<file path="src/rtl/sdrc_access_arbiter.sv">
`default_nettype none
// ---------------------------------------------------------------------------------------------
// sdrc_access_arbiter: shares the SDRAM controller command port between video (p0) and SPI (p1).
// Define SDRC_ARB_STARVE_GUARD_EN to bound consecutive p0 grants while p1 waits.  Rev 1.0
// ---------------------------------------------------------------------------------------------
module sdrc_access_arbiter #(
  parameter int ADDR_W     = 21,
  parameter int LEN_W      = 7,
  parameter int P0_MAX_RUN = 4
) (
  input  logic              clock_i,
  input  logic              reset_i,
  input  logic              p0_req_i,
  output logic              p0_ack_o,
  input  logic [ADDR_W-1:0] p0_addr_i,
  input  logic [LEN_W-1:0]  p0_len_i,
  output logic              p0_rvalid_o,
  output logic              p0_done_o,
  input  logic              p1_req_i,
  output logic              p1_ack_o,
  input  logic [ADDR_W-1:0] p1_addr_i,
  input  logic [LEN_W-1:0]  p1_len_i,
  input  logic              p1_we_i,
  input  logic [31:0]       p1_wdata_i,
  input  logic [3:0]        p1_wdqm_i,
  output logic              p1_wnext_o,
  output logic              p1_rvalid_o,
  output logic              p1_done_o,
  output logic [31:0]       rdata_o,
  input  logic              sdrc_init_done_i,
  input  logic              sdrc_busy_n_i,
  input  logic              sdrc_rd_valid_i,
  input  logic              sdrc_wrd_ack_i,
  input  logic [31:0]       sdrc_data_read_i,
  output logic              sdrc_rd_n_o,
  output logic              sdrc_wr_n_o,
  output logic [ADDR_W-1:0] sdrc_addr_o,
  output logic [LEN_W-1:0]  sdrc_len_o,
  output logic [3:0]        sdrc_dqm_o,
  output logic [31:0]       sdrc_data_write_o,
  output logic              sdrc_self_refresh_o,
  output logic              sdrc_power_down_o
);

  localparam logic [2:0] ST_INIT  = 3'd0;
  localparam logic [2:0] ST_IDLE  = 3'd1;
  localparam logic [2:0] ST_ISSUE = 3'd2;
  localparam logic [2:0] ST_XFER  = 3'd3;
  localparam logic [2:0] ST_DONE  = 3'd4;

  logic [2:0]        state_q, state_d;
  logic              owner_q, owner_d;
  logic              we_q, we_d;
  logic [ADDR_W-1:0] addr_q, addr_d;
  logic [LEN_W-1:0]  len_q, len_d;
  logic [3:0]        dqm_q, dqm_d;
  logic [LEN_W:0]    cnt_q, cnt_d;
  logic [1:0]        rvalid_q, rvalid_d;
  logic [1:0]        done_q, done_d;
  logic [31:0]       rdata_q, rdata_d;

  logic           any_req, grant_p1, force_p1, ack0, ack1;
  logic           rd_beat, wr_beat, last_beat, issue;
  logic [LEN_W:0] cnt_inc, beats;

  assign any_req   = p0_req_i | p1_req_i;
  assign grant_p1  = p1_req_i & (~p0_req_i | force_p1);
  assign ack0      = (state_q == ST_IDLE) & any_req & ~grant_p1;
  assign ack1      = (state_q == ST_IDLE) & grant_p1;
  assign issue     = (state_q == ST_ISSUE) & sdrc_busy_n_i;
  assign rd_beat   = (state_q == ST_XFER) & ~we_q & sdrc_rd_valid_i;
  assign wr_beat   = (state_q == ST_XFER) & we_q & sdrc_wrd_ack_i;
  // Counter is one bit wider than len so a 128-beat burst reaches len+1 without wrapping.
  assign cnt_inc   = cnt_q + (LEN_W+1)'(1);
  assign beats     = {1'b0, len_q} + (LEN_W+1)'(1);
  assign last_beat = (rd_beat | wr_beat) & (cnt_inc == beats);

`ifdef SDRC_ARB_STARVE_GUARD_EN
  localparam int RUN_W = $clog2(P0_MAX_RUN + 1);
  logic [RUN_W-1:0] run_q, run_d;

  assign force_p1 = (run_q >= RUN_W'(P0_MAX_RUN));

  always_comb begin
    run_d = run_q;
    if (!p1_req_i || ack1) begin
      run_d = '0;
    end else if (ack0) begin
      run_d = run_q + RUN_W'(1);
    end
  end

  always_ff @(posedge clock_i) begin
    if (reset_i) run_q <= '0;
    else         run_q <= run_d;
  end
`else
  // Without the guard P0_MAX_RUN has no effect; priority stays strictly fixed.
  assign force_p1 = (P0_MAX_RUN < 0);
`endif

  always_comb begin
    state_d  = state_q;
    owner_d  = owner_q;
    we_d     = we_q;
    addr_d   = addr_q;
    len_d    = len_q;
    dqm_d    = dqm_q;
    cnt_d    = cnt_q;
    rvalid_d = 2'b00;
    done_d   = 2'b00;
    rdata_d  = rdata_q;
    case (state_q)
      ST_INIT: if (sdrc_init_done_i) state_d = ST_IDLE;
      ST_IDLE: begin
        if (any_req) begin
          owner_d = grant_p1;
          addr_d  = grant_p1 ? p1_addr_i : p0_addr_i;
          len_d   = grant_p1 ? p1_len_i  : p0_len_i;
          we_d    = grant_p1 & p1_we_i;
          dqm_d   = grant_p1 ? p1_wdqm_i : 4'b0000;
          cnt_d   = '0;
          state_d = ST_ISSUE;
        end
      end
      ST_ISSUE: begin
        cnt_d = '0;
        if (sdrc_busy_n_i) state_d = ST_XFER;
      end
      ST_XFER: begin
        if (rd_beat | wr_beat) cnt_d = cnt_inc;
        if (last_beat) begin
          done_d[owner_q] = 1'b1;
          state_d         = ST_DONE;
        end
      end
      ST_DONE: state_d = ST_IDLE;
      default: state_d = ST_INIT;
    endcase
    if (rd_beat) begin
      rvalid_d[owner_q] = 1'b1;
      rdata_d           = sdrc_data_read_i;
    end
  end

  always_ff @(posedge clock_i) begin
    if (reset_i) begin
      state_q  <= ST_INIT;
      owner_q  <= 1'b0;
      we_q     <= 1'b0;
      addr_q   <= '0;
      len_q    <= '0;
      dqm_q    <= 4'b0000;
      cnt_q    <= '0;
      rvalid_q <= 2'b00;
      done_q   <= 2'b00;
      rdata_q  <= 32'h0;
    end else begin
      state_q  <= state_d;
      owner_q  <= owner_d;
      we_q     <= we_d;
      addr_q   <= addr_d;
      len_q    <= len_d;
      dqm_q    <= dqm_d;
      cnt_q    <= cnt_d;
      rvalid_q <= rvalid_d;
      done_q   <= done_d;
      rdata_q  <= rdata_d;
    end
  end

  assign p0_ack_o            = ack0;
  assign p1_ack_o            = ack1;
  assign p0_rvalid_o         = rvalid_q[0];
  assign p1_rvalid_o         = rvalid_q[1];
  assign p0_done_o           = done_q[0];
  assign p1_done_o           = done_q[1];
  assign rdata_o             = rdata_q;
  assign p1_wnext_o          = wr_beat & owner_q;
  assign sdrc_rd_n_o         = ~(issue & ~we_q);
  assign sdrc_wr_n_o         = ~(issue & we_q);
  assign sdrc_addr_o         = addr_q;
  assign sdrc_len_o          = len_q;
  assign sdrc_dqm_o          = dqm_q;
  assign sdrc_data_write_o   = (owner_q & we_q & ((state_q == ST_ISSUE) | (state_q == ST_XFER)))
                               ? p1_wdata_i : 32'h0;
  assign sdrc_self_refresh_o = 1'b0;
  assign sdrc_power_down_o   = 1'b0;

endmodule
`default_nettype wire

</file>
<file path="config.mk">
export PLATFORM = sky130hd
export DESIGN_NAME = sdrc_access_arbiter
export DESIGN_NICKNAME = d
export VERILOG_FILES = /design/src/rtl/sdrc_access_arbiter.sv
export SDC_FILE = /design/constraint.sdc
export NUM_CORES = 1
export LEC_CHECK = 0
export CAP_MARGIN = 25
export CORE_UTILIZATION = 32
export DETAILED_ROUTE_END_ITERATION = 16
export GPL_TIMING_DRIVEN = 1
export HOLD_SLACK_MARGIN = 0.03
export PLACE_DENSITY = 0.77
export SETUP_SLACK_MARGIN = 0.2
export SLEW_MARGIN = 0
export SYNTH_ARGS = -nofsm -noshare
export SYNTH_HDL_FRONTEND = slang
export SYNTH_SLANG_ARGS = --single-unit
</file>
<file path="constraint.sdc">
create_clock -name clock_i -period 1.7 [get_ports clock_i]
set_input_delay 0.34 -clock clock_i [delete_from_list [all_inputs] [get_ports clock_i]]
set_output_delay 0.34 -clock clock_i [all_outputs]
set_load 0.03 [all_outputs]
</file>
* Yosys cells after proc, flatten, opt, wreduce, memory -nomap -nowiden
Cells that the tools add are included.
** Word-level totals
- Register bits after elaboration :: 81
- Latch bits :: 0
- Bits in writable memories :: 0
- ROM bits :: 0
- Bits of input ports :: 133
- Output and inout port bits :: 107
- Memories kept :: 0
** Operators by class
- $add $sub $neg :: 2
- Multiply operators :: 0
- Divide/modulo/power cells :: 0
- $lt $le $gt $ge :: 2
- Equality and inequality tests :: 10
- Shift-type cells :: 0
- Mux-type cells :: 14
- Bitwise gates (word level) :: 27
- Reductions and logical operators :: 8
** Operators with widths (number)
- 32-bit 2-to-1 mux :: 1
- 8-bit one-hot mux with 3 select lines :: 1
- 21-bit 2-to-1 mux :: 1
- 1-bit bitwise AND :: 16
- 8-bit 2-to-1 mux :: 2
- 3-bit one-hot mux with 5 select lines :: 1
- 3-bit 2-to-1 mux :: 4
- 7-bit by 1-bit adder with 8-bit output, second input constant :: 1
- 8-bit by 1-bit adder with 8-bit output, second input constant :: 1
- 8-bit equality test :: 1
- 2-bit != test, second input constant :: 4
- 1-bit NOT :: 8
- 7-bit 2-to-1 mux :: 1
- 3-bit by 2-bit equality test with 1-bit output, second input constant :: 2
- 4-bit 2-to-1 mux :: 1
- 4-bit AND reduction :: 1
- 3-bit by 1-bit equality test with 1-bit output, second input constant :: 1
- 3-bit equality test, second input constant :: 1
- 3-bit zero test :: 1
- 1-bit OR :: 3
- 3-bit AND reduction :: 1
- 3-bit nonzero test :: 1
- 3-bit OR reduction :: 1
- 1-bit by 2-bit less-than comparator with 1-bit output, second input constant :: 1
- other kinds (7) :: 7

* Depth between registers and ports, before layout
Gate-level depths: netlist of run 1.
- Word-level depth :: 7
- Gate-level depth with buffers :: 8
- Mapped depth without buffers :: 7

* Worst setup path after synthesis of run 1
OpenSTA, ideal clock, no wires.
- Kind :: reg2reg
- Start point :: register len_q[0] (netlist: sdrc_len_o[0])
- End point :: register state_q[0]
- Arrival time :: 1777 ps
- Data required time :: 1583 ps
- Path slack :: -194 ps
- Stages on the path, launching flop included :: 8
- Period minus slack after synthesis :: 1894 ps
- Cells stage by stage :: dfxtp_1 > ha_1 > xnor2_1 > xnor2_1 > nand4_1 > nor3_2 > nand4_2 > a22o_1
** On the way
- Word-level cells in the longest chain between the ends :: 5
** RTL lines
- start, declared :: line 55 : logic [LEN_W-1:0] len_q, len_d;
- start signal, assigned :: line 163 : len_q <= len_d;
- 7-bit by 1-bit adder with 8-bit output :: line 75 : assign beats = {1'b0, len_q} + (LEN_W+1)'(1);
- 8-bit equality test :: line 76 : assign last_beat = (rd_beat | wr_beat) & (cnt_inc == beats);
- 1-bit bitwise AND :: line 76
- 2-bit != test (no line)
- 4-bit AND reduction (no line)
- end signal, assigned :: line 159 : state_q <= state_d;
- end, declared :: line 51 : logic [2:0] state_q, state_d;
No other way between the ends.
A chain may end at the register's enable or synchronous reset.

* Worst setup path in the final report of run 1
- Start point :: register state_q[0]
- End point :: register rdata_q[13] (netlist: rdata_o[13])
** On the way
- Word-level cells in the longest chain between the ends :: 3
** RTL lines
- 3-bit by 2-bit equality test with 1-bit output :: line 71 : assign rd_beat = (state_q == ST_XFER) & ~we_q & sdrc_rd_valid_i;
- 1-bit bitwise AND (2 in a row) :: line 71
- end signal, assigned :: line 168 : rdata_q <= rdata_d;
- end, declared :: line 60 : logic [31:0] rdata_q, rdata_d;
No other way between the ends.

==> impl_summary.txt, run 1 <==
----------------------------------------------------
[Timing]
  Min Clock Period, post-route ... 1860 ps
  Clock skew after layout ... 10.9 ps
  Final setup margin ... -157 ps
  Tightest slew margin relative to the limit ... 0.527
  Setup repair after global routing missed its margin ... yes
  Period utilisation layout ... 1.09
  Count of final max-slew check failures ... 0
  Highest clock rate ... 539 MHz
  Setup-failing EPs final ... 83
  Number of hold violations in the final report ... 0
  Final hold slack ... around 310 ps
  Worst-Margin Slew ... 706 ps

[Global routing]
  Initial antenna violation count ... 0
  Pin count of the biggest net entering global routing ... 29
  Total global-route track usage ... 0.279
  Grt ovf ... 0
  Via count of the first global-routing pass ... 4727
  Global-route wire length before repair ... 24.6 mm

[Critical path]
  Critical path, cell by cell ... buf_6 -> nand3b_1 -> buf_4 -> buf_6 -> buf_8 -> or2_4 -> buf_12 -> buf_16 -> nand2_2 -> a21oi_1
  Endpoint of the worst setup timing path ... rdata_o[13]$_SDFFE_PP0N_
  Delay of the slowest cell on the worst path ... about 370 ps
  Biggest fanout along the worst timing path ... 8
  Most frequent CP cell ... buf_6
  Start-to-end type of the worst setup path ... reg2reg
  Critical path data arrival time ... between 2000 and 2500 ps
  Required arrival time at the worst endpoint ... 1930 ps
  Worst R2R Setup Slack ... -160 ps
  Crit. Startpoint ... state_q[0]$_SDFFE_PP0P_
  Cell at the slowest stage of the critical path ... dfxtp_4
  Worst reg2reg path depth ... 10
  Top delay family on crit path ... buffers and inverters
  Stages on worst setup path ... 10
  Type of origin of the critical path ... flip-flop
  Crit. End Element ... flip-flop
  Endpoint of the worst register-to-register path ... rdata_o[13]$_SDFFE_PP0N_
  Worst R2R Start ... state_q[0]$_SDFFE_PP0P_
  Count of buffering cells on the critical path with inverters included ... 6

[Clock tree]
  Clock-pin slew reported for the worst setup and hold paths after clock tree synthesis ... around 90 ps
  Clk sink count ... 81
  Number of hold buffers added after CTS ... 0
  Clk_lat worst skew ... 360 ps
  H-Tree Depth ... 3
  TritonCTS clock tree ... done
  Total clock buffers created by CTS ... 9
  Master cell of the clock root buffer ... clkbuf_8
  Maximum root-to-sink buffer count ... 2

[Routing]
  Avg WL per Cell ... 19.1 um
  Drc violations ... 0
  Detailed Route WL ... 16.5 mm
  Number of optimization iterations in the first detailed-route pass ... 7
  Vias after detailed routing ... 4505
  Vias per std cell ... approximately 5.2
  Initial DRC count ... approximately 290
  Antenna-violating nets left ... 0

[Power]
  Worst IR drop on VDD ... ~0.39 mV
  Total design power ... 4.73 mW
  Leakage power figure ... 3.21 nW
  Pwr dens ... 604 mW/mm^2

[Floorplan]
  Die W ... 107 um
  Standard cell core area ... roughly 0.010 sq mm
  Area of the die ... roughly 0.011 sq mm
  Die height ... 107 um
  Ports placed on the boundary ... 240
  Initial core utilization ... 0.336
  Number of placement rows ... 37

[Finish]
  Count of fill cells added during filler insertion ... 692
  Register area ... 0.00166 sq mm
  Leading cell types in the layout, fill and taps excluded ... clkdlybuf4s50_1 (128), dfxtp_1 (66), nor2_1 (51)
  Fraction of layout instances using a drive strength above 1 ... 0.444
  Relative area change from synthesis to final layout ... 123%
  Net total in the final layout ... roughly 860
  Most common library cell in the layout ignoring fill and taps ... clkdlybuf4s50_1
  Area of combinational cells with multiple inputs ... 0.00245 sq mm
  Final non-filler cell total ... 868
  Total inserted antenna cells ... 0

[Placement]
  HPWL Detailed ... between 9 and 10 mm
  Placer congestion estimate ... a little under 0.8
  Number of port buffers ... ~240
  Number of cells in the design after placement ... 797
  Worst setup slack before clock tree synthesis ... -399 ps

[Min path]
  Class of the worst hold path ... in2reg

[Synthesis]
  Number of flops mapped to enable cells by yosys ... 0
  Avg Synthesized Cell Area ... about 8.3 sq um
  Fraction of synthesis flops using an asynchronous set or reset pin ... 0
  Biggest area consumer among synthesized cells ... dfxtp_1
  Most used flip-flop cell after synthesis ... dfxtp_1
  Warnings, synthesis ... 0
  Dominant cells by area after synthesis ... dfxtp_1 (46%), nand2_1 (7.5%), a21oi_1 (6.6%)
  Post-synthesis instance area ... 0.00351 sq mm
  Number of library cell types mapped by synthesis ... 37
  Gate count after technology mapping ... 425
  Register bit total from synthesis ... between 80 and 90
  Area share of the leading cell type in the synthesized netlist ... 0.462
  Part of the Yosys area used for sequential elements ... 0.462

[Status]
  Violations in the final reports ... setup timing
  Run status ... finished with violations

[Flow run]
  Number of max-cap violations ... 0

----------------------------------------------------
## cells in the mapped netlist, types with 4 or more instances
cell / instances
nor3_1: 8
nand3_1: 7
clkbuf_1: 30
nor2_1: 56
o21ai_0: 4
nand3b_1: 4
a21oi_1: 46
mux2i_1: 6
nand2_1: 70
xor2_1: 6
a22oi_1: 5
a222oi_1: 23
dfxtp_1: 81
xnor2_1: 11
and2_1: 32
## worst reg2reg max path, cell delays in order, from the launching register on
cell and delay (ps):
dfxtp_4 370, buf_6 100, nand3b_1 120, buf_4 170
buf_6 120, buf_8 110, or2_4 310, buf_12 160
buf_16 150, nand2_2 70, a21oi_1 60
## how the worst min path moves through the flow
stage / startpoint / to / cells after the start
2_1_floorplan: cnt_q[7]$_SDFFE_PP0P_ / cnt_q[7]$_SDFFE_PP0P_ / 2
3_5_place_dp: rdata_o[16]$_SDFFE_PP0N_ / rdata_o[16]$_SDFFE_PP0N_ / 2
5_1_grt: reset_i / we_q$_SDFFE_PP0P_ / 2
4_1_cts: reset_i / we_q$_SDFFE_PP0P_ / 2
3_3_place_gp: rdata_o[2]$_SDFFE_PP0N_ / rdata_o[2]$_SDFFE_PP0N_ / 2
6_report: reset_i / we_q$_SDFFE_PP0P_ / 2
## stage by stage
| stage | cell area [sq um] | util | TNS (ps) |
|---|---|---|---|
| 6_report | 7830 | 0.749 | -8760 |
| 5_1_grt | 7830 | 0.749 | -14360 |
| 4_1_cts | 7680 | 0.734 | -5080 |
| 3_5_place_dp | 6290 | 0.601 | -14290 |
| 3_3_place_gp | 6290 | 0.601 | -11600 |
| 2_1_floorplan | 3710 | - | 0 |
## power breakdown
| group | switching (mW) | internal, mW |
|---|---|---|
| registers | 0.0556 | 1.96 |
| clock network | 0.756 | 0.694 |
| logic | 0.579 | 0.680 |
## registers in the layout (all words and copies together), names as in the netlist
name	cells
owner_q	1
cnt_q	8
rvalid_q	2
done_q	2
sdrc_len_o	7
sdrc_addr_o	21
we_q	1
sdrc_dqm_o	4
rdata_o	32
state_q	3
## layer usage
metal  vias to the layer above  track usage  wire [um]
met4                         0       0.0920        386
met5                         -            0          0
met2                       241        0.532       8900
li1                       2077            -          -
met3                        32       0.0669       1270
met1                      2155        0.299       5990
## cell families after synthesis
logic type,after synthesis,share of synthesized area
adders and majority gates,2,0.00713
other,1,0.00107
DFF,81,0.462
AOI/OAI and AO/OA,81,0.154
buffers and inverters,38,0.0435
muxes,6,0.0171
xor gates and xnor gates,18,0.0488
and+or+nand+nor,198,0.267
## repair_timing
action	4_1_cts	5_1_grt
gates resized for setup	279	119
gates cloned	17	1
pin swaps	87	29
setup endpoints to repair	185	158
setup buffers	32	5
## layout make-up
type / instances / area share
Inverter: 3 / 0.00144
Timing Repair Buffer: 319 / 0.428
Tap cell: 136 / 0.0217
Clock buffer: 11 / 0.0168
Multi-Input combinational cell: 313 / 0.313
Clock inverter: 5 / 0.00815
Sequential cell: 81 / 0.211
Power figures use the tool's default switching activity.
==> run 2: changes to the inputs <==
--- a/config.mk
+++ b/config.mk
@@ -5,6 +5,7 @@
 export SDC_FILE = /design/constraint.sdc
 export NUM_CORES = 1
 export LEC_CHECK = 0
+export ABC_CLOCK_PERIOD_IN_PS = 1700
 export CAP_MARGIN = 25
 export CORE_UTILIZATION = 32
 export DETAILED_ROUTE_END_ITERATION = 16
==> results of run 2 <==
Same layout as run 1: the final DEF is identical, and so are final timing and power.
==> run 3: changes to the inputs <==
--- a/config.mk
+++ b/config.mk
@@ -7,6 +7,7 @@
 export LEC_CHECK = 0
 export ABC_CLOCK_PERIOD_IN_PS = 1700
 export CAP_MARGIN = 25
+export CORE_ASPECT_RATIO = 0.9
 export CORE_UTILIZATION = 32
 export DETAILED_ROUTE_END_ITERATION = 16
 export GPL_TIMING_DRIVEN = 1
==> run 3 against run 2 <==
  * Global-route usage decreased by 0.76 points
  * Setup slack got worse by 160 ps
  * The flow still finishes with violations (setup timing)
  * Critical path depth decreased by 3
  * Cell count increased by 0.35%
  * Via count increased by 7.8%
  * Largest power group unchanged
  * Final area increased by 5.3%
  * Clock-buffer cell count unchanged
  * Sequential share of layout area decreased by 0.97 points
  * Routed wire length increased by 16%
  * Power increased by 11%
==> impl_summary.txt, run 3 (same netlist as run 1, synthesis figures left out) <==
----------------------------------------------------
[Finish]
  Relative area change from synthesis to final layout ... 135%
  Most common library cell in the layout ignoring fill and taps ... clkdlybuf4s50_1
  Area of combinational cells with multiple inputs ... 0.00264 sq mm
  Net total in the final layout ... 871
  Final non-filler cell total ... 871
  Max reg flops ... 32
  Fraction of layout instances using a drive strength above 1 ... 0.467
  Leading cell types in the layout, fill and taps excluded ... clkdlybuf4s50_1 (128), dfxtp_1 (68), dlygate4sd2_1 (62)
  Register area ... 0.00166 sq mm
  Count of fill cells added during filler insertion ... 594

[Clock tree]
  TritonCTS clock tree ... done
  Total clock buffers created by CTS ... 9
  Maximum root-to-sink buffer count ... 2
  Clk sink count ... 81
  H-Tree Depth ... 3
  Master cell of the clock root buffer ... clkbuf_16
  Clock-pin slew reported for the worst setup and hold paths after clock tree synthesis ... 70 ps
  Clk_lat worst skew ... 340 ps
  Number of hold buffers added after CTS ... 0

[Global routing]
  Via count of the first global-routing pass ... 4540
  Global-route track usage on met1 ... 0.289
  Global-route met2 utilization ... 0.503
  Initial antenna violation count ... 0
  Grt ovf ... 0
  Total global-route track usage ... 0.272
  Layer with the highest usage after global routing ... met2
  Global-route wire length before repair ... 23.9 mm
  Met3 routing resource usage after global routing ... 0.0688
  Pin count of the biggest net entering global routing ... 33

[Critical path]
  Start-to-end type of the worst setup path ... reg2reg
  Crit. End Element ... flip-flop
  Type of origin of the critical path ... flip-flop
  Worst reg2reg path depth ... 7
  Required arrival time at the worst endpoint ... around 1900 ps
  Critical path data arrival time ... 2220 ps
  Worst R2R Start ... state_q[2]$_SDFFE_PP0P_
  Crit. Startpoint ... state_q[2]$_SDFFE_PP0P_
  Biggest fanout along the worst timing path ... 5

[Routing]
  Detailed Route WL ... 19.1 mm
  Drc violations ... 0
  Number of optimization iterations in the first detailed-route pass ... 7
  Initial DRC count ... roughly 400
  Antenna-violating nets left ... 0
  Avg WL per Cell ... 22.0 um
  Vias after detailed routing ... 4856
  Vias per std cell ... 5.58

[Min path]
  Startpoint of the tightest hold check path ... reset_i
  Class of the worst hold path ... in2reg
  Min-Delay Path Depth ... 2

[Power]
  Pint ... 3.71 mW
  Net Sw Frac ... 0.294
  Pwr dens ... 638 mW/mm^2
  Worst IR drop on VDD ... 0.506 mV
  Fraction of power consumed by combinational cells ... 0.256
  Leakage power figure ... 3.44 nW
  Relative contribution of sequential cells to total power ... 0.385
  Total net switching power ... ~1.5 mW
  Clock share of power ... 0.359

[Floorplan]
  Initial core utilization ... 0.335
  Standard cell core area ... 0.0105 sq mm
  Number of placement rows ... 35
  Die W ... 112 um
  Area of the die ... 0.0114 sq mm
  Ports placed on the boundary ... 240
  Die height ... 101 um

[Timing]
  Final setup TNS ... -12770 ps
  Period utilisation layout ... 1.18
  Highest clock rate ... 497 MHz
  Min Clock Period, post-route ... about 2000 ps
  Number of hold violations in the final report ... 0
  Count of final max-slew check failures ... 0
  Clock skew after layout ... 11.6 ps
  Final setup margin ... -313 ps
  Setup-failing EPs final ... 90
  Setup repair after global routing missed its margin ... yes

[Placement]
  Number of cells in the design after placement ... 786
  Number of port buffers ... 237
  HPWL Detailed ... 9.48 mm
  Placer congestion estimate ... between 0.8 and 0.9
  Worst setup slack before clock tree synthesis ... -407 ps

[Flow run]
  Number of max-cap violations ... 0

[Status]
  Violations in the final reports ... setup timing
  Run status ... finished with violations

----------------------------------------------------
==> run 3: cell count changes in the layout (fill, tap and decap cells not counted), sizes merged, moves of 2 or more <==
cell	change
dlygate4sd2	+36
clkbuf	-16
clkdlybuf4s15	-14
buf	+2
clkinv	+2
inv	-2
==> run 3: layout make-up <==
class	instances	share of cell area
antenna	1	0.000303
sequential	81	0.202
clock buffer	11	0.0294
multi-input combinational	314	0.320
clock inverter	5	0.00501
inverter	3	0.00137
timing repair buffer	327	0.423
tap	129	0.0196
==> run 3: worst paths after layout <==
| kind | endpoint | slack, ps |
|---|---|---|
| max | state_q[0]$_SDFFE_PP0P_ | -310 |
| min | rdata_o[27]$_SDFFE_PP0N_ | 400 |
| max reg2reg | state_q[0]$_SDFFE_PP0P_ | -310 |
| min reg2reg | rdata_o[25]$_SDFFE_PP0N_ | 460 |
==> run 3: per-stage QoR <==
stage	hold WS, ps	utilization	instance area [sq um]	total power [mW]
floorplan	470	-	3710	2.47
global placement	442	0.600	6280	2.98
CTS	359	0.709	7420	5.00
detailed placement	447	0.600	6280	3.00
global route	401	0.788	8240	5.41
finish	399	0.788	8250	5.26
==> run 3: timing repair <==
item / CTS / global route
setup buffers: 30 / 18
endpoints found under the setup margin: 185 / 121
pin swaps: 47 / 95
gates resized for setup: 212 / 182
gates cloned: 14 / 6
==> run 3: worst max-delay path, stage by stage (launching register included) <==
cell and delay [ps]:
dfxtp_4 360, buf_6 120, nand3b_1 230, a21oi_2 210
nand4_1 140, nor3_2 290, nand4_4 220, a22o_1 320
==> run 3: metal layers <==
metal,vias up,share of wire
li1,2107,-
met1,2306,0.35
met2,351,0.51
met3,92,0.080
met4,0,0.055
met5,-,0
==> run 3: power groups by stage <==
stage / combinational (mW) / sequential, mW / clock, mW
detailed placement: 0.945 / 2.06 / 0
global placement: 0.926 / 2.05 / 0
finish: 1.35 / 2.02 / 1.89
global route: 1.40 / 2.03 / 1.98
CTS: 1.13 / 2.01 / 1.86
floorplan: 0.303 / 2.17 / 0
